File: config.mk
export PLATFORM = sky130hd
export DESIGN_NAME = seq_divider_4bit
export DESIGN_NICKNAME = d
export VERILOG_FILES = /design/src/rtl/seq_divider_4bit.sv
export SDC_FILE = /design/constraint.sdc
export NUM_CORES = 1
export LEC_CHECK = 0
export CORE_MARGIN = 2
export CORE_UTILIZATION = 50
export CTS_CLUSTER_DIAMETER = 60
export DETAILED_ROUTE_END_ITERATION = 10
export PLACE_DENSITY = 0.77
export SYNTH_ARGS = -nofsm -noshare
export SYNTH_HDL_FRONTEND = slang
export SYNTH_SLANG_ARGS = --single-unit
File: constraint.sdc
create_clock -name clk -period 2.2 [get_ports clk]
set_clock_uncertainty 0.1 [all_clocks]
set_input_delay 0.55 -clock clk [delete_from_list [all_inputs] [get_ports clk]]
set_output_delay 0.55 -clock clk [all_outputs]
set_load 0.02 [all_outputs]
File: src/rtl/seq_divider_4bit.sv
// 4-bit unsigned restoring divider: one quotient bit per RUN cycle, one-cycle done pulse.
// Optional macro DIV_ZERO_DETECT_EN: a zero divisor skips RUN and flags div_by_zero.
//
// state | meaning
// IDLE  | waiting for start; operands captured on the accepting edge
// RUN   | four restoring steps, quotient bits shift into dividend_reg
// DONE  | done pulse for one cycle, then back to IDLE unconditionally
module seq_divider_4bit (
  input  logic       clk,
  input  logic       rst_n,
  input  logic       start,
  input  logic [3:0] dividend,
  input  logic [3:0] divisor,
  output logic       busy,
  output logic       done,
  output logic [3:0] quotient,
  output logic [3:0] remainder,
  output logic       div_by_zero
);

  typedef enum logic [1:0] {
    IDLE = 2'd0,
    RUN  = 2'd1,
    DONE = 2'd2
  } state_t;

  state_t     state;
  state_t     state_nxt;

  logic [3:0] dividend_reg;
  logic [3:0] divisor_reg;
  logic [3:0] partial_rem;
  logic [1:0] iter_cnt;

  logic [7:0] shift_pair;
  logic [4:0] trial;
  logic [3:0] rem_nxt;
  logic [3:0] quo_nxt;
  logic       accept;
  logic       last_step;
  logic       zero_skip;

  assign accept    = (state == IDLE) && start;
  assign last_step = (state == RUN) && (iter_cnt == 2'd3);

`ifdef DIV_ZERO_DETECT_EN
  assign zero_skip = (divisor == 4'd0);
`else
  assign zero_skip = 1'b0;
`endif

  // The bit shifted out of partial_rem is always 0: after k steps it is < 2^k.
  always_comb begin
    shift_pair = {partial_rem, dividend_reg} << 1;
    trial      = {1'b0, shift_pair[7:4]} - {1'b0, divisor_reg};
    rem_nxt    = trial[4] ? shift_pair[7:4] : trial[3:0];
    quo_nxt    = shift_pair[3:0] | {3'b000, ~trial[4]};
  end

  always_ff @(posedge clk or negedge rst_n) begin
    if (!rst_n) begin
      state <= IDLE;
    end else begin
      state <= state_nxt;
    end
  end

  always_comb begin
    state_nxt = state;
    case (state)
      IDLE: begin
        if (start) begin
          state_nxt = zero_skip ? DONE : RUN;
        end
      end
      RUN: begin
        if (iter_cnt == 2'd3) begin
          state_nxt = DONE;
        end
      end
      DONE:    state_nxt = IDLE;
      default: state_nxt = IDLE;
    endcase
  end

  always_comb begin
    busy = (state != IDLE);
    done = (state == DONE);
  end

  always_ff @(posedge clk or negedge rst_n) begin
    if (!rst_n) begin
      dividend_reg <= 4'd0;
      divisor_reg  <= 4'd0;
      partial_rem  <= 4'd0;
      iter_cnt     <= 2'd0;
      quotient     <= 4'd0;
      remainder    <= 4'd0;
    end else if (accept) begin
      dividend_reg <= dividend;
      divisor_reg  <= divisor;
      partial_rem  <= 4'd0;
      iter_cnt     <= 2'd0;
      if (zero_skip) begin
        quotient  <= 4'hF;
        remainder <= dividend;
      end
    end else if (state == RUN) begin
      dividend_reg <= quo_nxt;
      partial_rem  <= rem_nxt;
      iter_cnt     <= iter_cnt + 2'd1;
      if (last_step) begin
        quotient  <= quo_nxt;
        remainder <= rem_nxt;
      end
    end
  end

`ifdef DIV_ZERO_DETECT_EN
  logic dbz_q;

  always_ff @(posedge clk or negedge rst_n) begin
    if (!rst_n) begin
      dbz_q <= 1'b0;
    end else if (accept && zero_skip) begin
      dbz_q <= 1'b1;
    end else if (last_step) begin
      dbz_q <= 1'b0;
    end
  end

  assign div_by_zero = dbz_q;
`else
  assign div_by_zero = 1'b0;
`endif

endmodule

==> results.txt <==
In this run the critical register-to-register path is launched from dividend_reg[3]$_DFFE_PN0P_. The number of port buffers came out at 20. The kind of cell with the highest combined delay along the critical path is adder cells. Walking the worst path, the cells encountered are inv_1, ha_1, fa_1, nor2b_1, o21ai_0, a21boi_0, o31ai_1. The detailed router finished its first iteration with 13 violations. The die span in y was 51.80 microns; the worst voltage drop across the vdd grid was 0.8202 mV.

The synthesized design spends more area on one cell type than any other, namely dfrtp_1. The maximum fanout along the worst path is 3. The library cells used most frequently in the layout, excluding fill and tap cells, are dfrtp_1, nand2_1, clkdlybuf4s50_1, o21ai_0, inv_1.

The worst hold path begins at remainder[1]$_DFFE_PN0P_. The wire length of the first global-routing pass is 3.732 mm, and the clock slew at the register clock pins of the worst setup and hold paths is 0.12 ns. Entering global routing, the biggest net connects 24 pins. The number of hold violations in the final report is 0. Once layout is done, the placed cells without fillers occupy 0.001381 sq mm.

The multi-input combinational cells in the finished layout cover a total of 498.0 sq um. In the final layout, the share of cells above drive strength 1 is 9.774%. The logic depth of the worst setup path including buffers works out to 7. The flow ran to the end, and the final reports show no timing, DRC or antenna violations.

The HPWL after detailed placement is 1.726 mm. Clock tree synthesis inserted a total of 3 buffers. In this run the mean area of a mapped cell was 10.20 sq um. The run gives 831 as the via count of the first global-routing pass.

The number of inserted diodes is 0. The worst setup path is launched from a register. In this run, distinct cell masters in the synthesized netlist total 33.

The met2 layer wire length in the routed design was 1.193 mm. The die outline width was 51.80 microns. The number of cells on the worst reg-to-reg path is 7. Yosys attributes the largest share of cell area to dfrtp_1, nand2_1, o21ai_0. The tree is rooted in a clkbuf_4. The data required time of the worst path is 2.29 ns, and the sequential fraction of the synthesis area is 50.38%. The analysis attributes to cell leakage a power of 0.6502 nW. The number of synthesis warnings is 0, and the fraction of the cycle the final worst path needs is 92.74%. Setup repair after global routing left no endpoint under its margin.

The worst path in the final design needs a cycle of 2.040 ns, including I/O delays and setup. The library cell used most frequently in the layout, excluding fill and tap cells, is dfrtp_1. The floorplan step defined a die boundary enclosing 0.002683 sq mm.

Summing every instance area after synthesis gives 0.001142 sq mm. Clock latency on the worst-skew pair, taken at its later pin, is 0.30 ns. The area share of the largest cell type after synthesis was 50.38%. The number of pins with negative max-slew slack in the final report came out at 0. The run gives 86 microns as the met3 routed wirelength. The logs give 0.002191 sq mm for the core footprint and 2 for the number of buffers between clock root and the deepest sink. The longest individual stage delay on the worst path was 0.40 ns.

The instance count of the mapped netlist is 112, and the setup total negative slack is 0 ns. The worst setup path is captured at a register. The depth of the CTS H-tree is 1. For this block, wires on met1 add up to 999 microns.

The synthesized design contains 23 register bits. Summing internal, switching and leakage power gives 2.229 mW. The run gives 0 as the post-CTS setup buffer count.

For the maximum clock frequency, the log shows 490.1 MHz. TritonCTS built the clock tree. The final route contains 878 vias. The tools report the endpoint of the worst register-to-register path as partial_rem[1]$_DFFE_PN0P_. Worst hold path endpoint: remainder[1]$_DFFE_PN0P_.

In the routed layout, each cell is associated on average with a via count of 5.453. The sequential cells in the finished layout cover a total of 575.6 sq um. The clock net in this run drives a total of 23 sinks. After detailed placement, the total cell area comes to 0.001354 sq mm. The aggregate routed wire length is 2.303 mm, and the number of buffers and inverters on the critical path is 1.

The run gives 0 as the final-report setup violation count. The number of detailed-routing iterations run before antenna repair was 4. After filler insertion, the fill cell instance count of the layout stands at 176.

The post-detailed-route count of antenna-violating nets was 0. The net count of the finished layout is 151. The worst hold path was traced through 2 stages.

Power spread over the standard cell area amounts to 1614 mW/mm^2. Summed over all layers, the global routing overflow is 0. Counting every net in the synthesized netlist gives 129. Across the run, the number of max-cap violations was 0.

Once the floorplan was initialized, standard cells occupied 52.14% of the core. Final weighted congestion in routability-driven placement: 0.9769. The critical path in this run is classified as register to register. For this run, the total global-route usage over all layers was measured as 19.14%. The reg2reg setup slack is 0.16 ns. The detailed router used layers up to and including met4. The area growth from synthesis to layout was 20.92%. Pin placement for this block handled 22 I/O pins. In the final routed layout, each cell accounts on average for 14.30 microns. The critical path's slowest cell is fa_1. The tools report the DRC violation count after routing as 0.

Kind of path behind the tightest hold check: register to register. The initial antenna violation count was 0. The data arrival at the endpoint of the critical path was 2.13 ns. After clock tree synthesis, the flow added hold-fix buffers numbering 0. In this run the core area contains 17 standard-cell rows.
through the flow:
step | cells | hold WS, ns | setup slack, ns | utilization, %
6_report | 161 | 0.3949 | 0.1597 | 63.05
5_1_grt | 161 | 0.4221 | 0.07948 | 63.05
4_1_cts | 161 | 0.4037 | 0.04244 | 62.94
3_5_place_dp | 157 | 0.3742 | 0.1562 | 61.79
3_3_place_gp | 157 | 0.3624 | 0.2296 | 61.79
2_1_floorplan | 112 | 0.1544 | 0.4291 | -
metal layers:
metal  GRT usage (%)  up-vias
li1                -      427
met5               0        -
met3           3.448        4
met4           7.018        0
met2           33.55       24
met1           23.41      423
how the worst max path moves through the flow:
stage | startpoint | endpoint | slack, ns
CTS | state[1]$_DFFE_PN0P_ | busy | 0.04
finish | dividend_reg[3]$_DFFE_PN0P_ | partial_rem[1]$_DFFE_PN0P_ | 0.16
global placement | start | dividend_reg[0]$_DFFE_PN0P_ | 0.23
global route | dividend_reg[3]$_DFFE_PN0P_ | partial_rem[1]$_DFFE_PN0P_ | 0.08
detailed placement | start | dividend_reg[0]$_DFFE_PN0P_ | 0.16
floorplan | dividend_reg[3]$_DFFE_PN0P_ | partial_rem[1]$_DFFE_PN0P_ | 0.43
synthesized netlist by cell type:
master / count
buf_6: 2
a22oi_1: 3
buf_4: 1
nand3b_1: 1
or2b_1: 1
o31ai_1: 5
a21boi_0: 2
nor2_1: 3
fa_1: 1
a32oi_1: 1
o21ai_0: 13
conb_1: 1
and2b_2: 1
ha_1: 5
nor2b_2: 1
a21oi_1: 1
nor3b_2: 1
a221o_1: 1
xnor2_1: 1
o211ai_1: 1
inv_1: 8
mux2_2: 3
nor3_1: 3
clkbuf_1: 1
nand2_1: 19
o21a_1: 1
nand2_4: 1
a21o_1: 1
and3_2: 1
nand3_1: 3
nor2b_1: 1
buf_2: 1
dfrtp_1: 23
area by class of cell:
| cell class | instances | area share, % |
|---|---|---|
| clock buffers | 4 | 1.902 |
| inverters | 8 | 2.174 |
| multi-input cells | 76 | 36.05 |
| flip-flops and latches | 23 | 41.67 |
| well taps | 28 | 2.536 |
| repair buffers | 22 | 15.67 |
cells by family (layout without fill, tap and decap cells):
logic type	after synthesis	after routing	synth area share (%)
buffers and inverters	13	34	6.024
DFF	23	23	50.38
AOI/OAI and AO/OA	29	29	16.32
xor gates and xnor gates	1	1	0.7668
adders and majority gates	6	6	7.229
other	1	1	0.3283
muxes	3	3	2.957
and+or+nand+nor	36	36	15.99
what timing repair did:
action / CTS / global route
gates resized for setup: 1 / 1
pin swaps: 0 / 0
setup endpoints to repair: 1 / 1
worst min-delay path: stages (launching register included):
cell	delay [ns]
dfrtp_1	0.36
nand2_1	0.05
o31ai_1	0.05
where the power goes:
part | switching (mW) | total (mW) | internal (mW)
sequential | 0.139 | 0.772 | 0.632
clock | 0.122 | 0.193 | 0.0707
combinational | 0.715 | 1.26 | 0.550
total | 0.976 | 2.23 | 1.25
No activity file was read; power rests on OpenSTA's default activity.
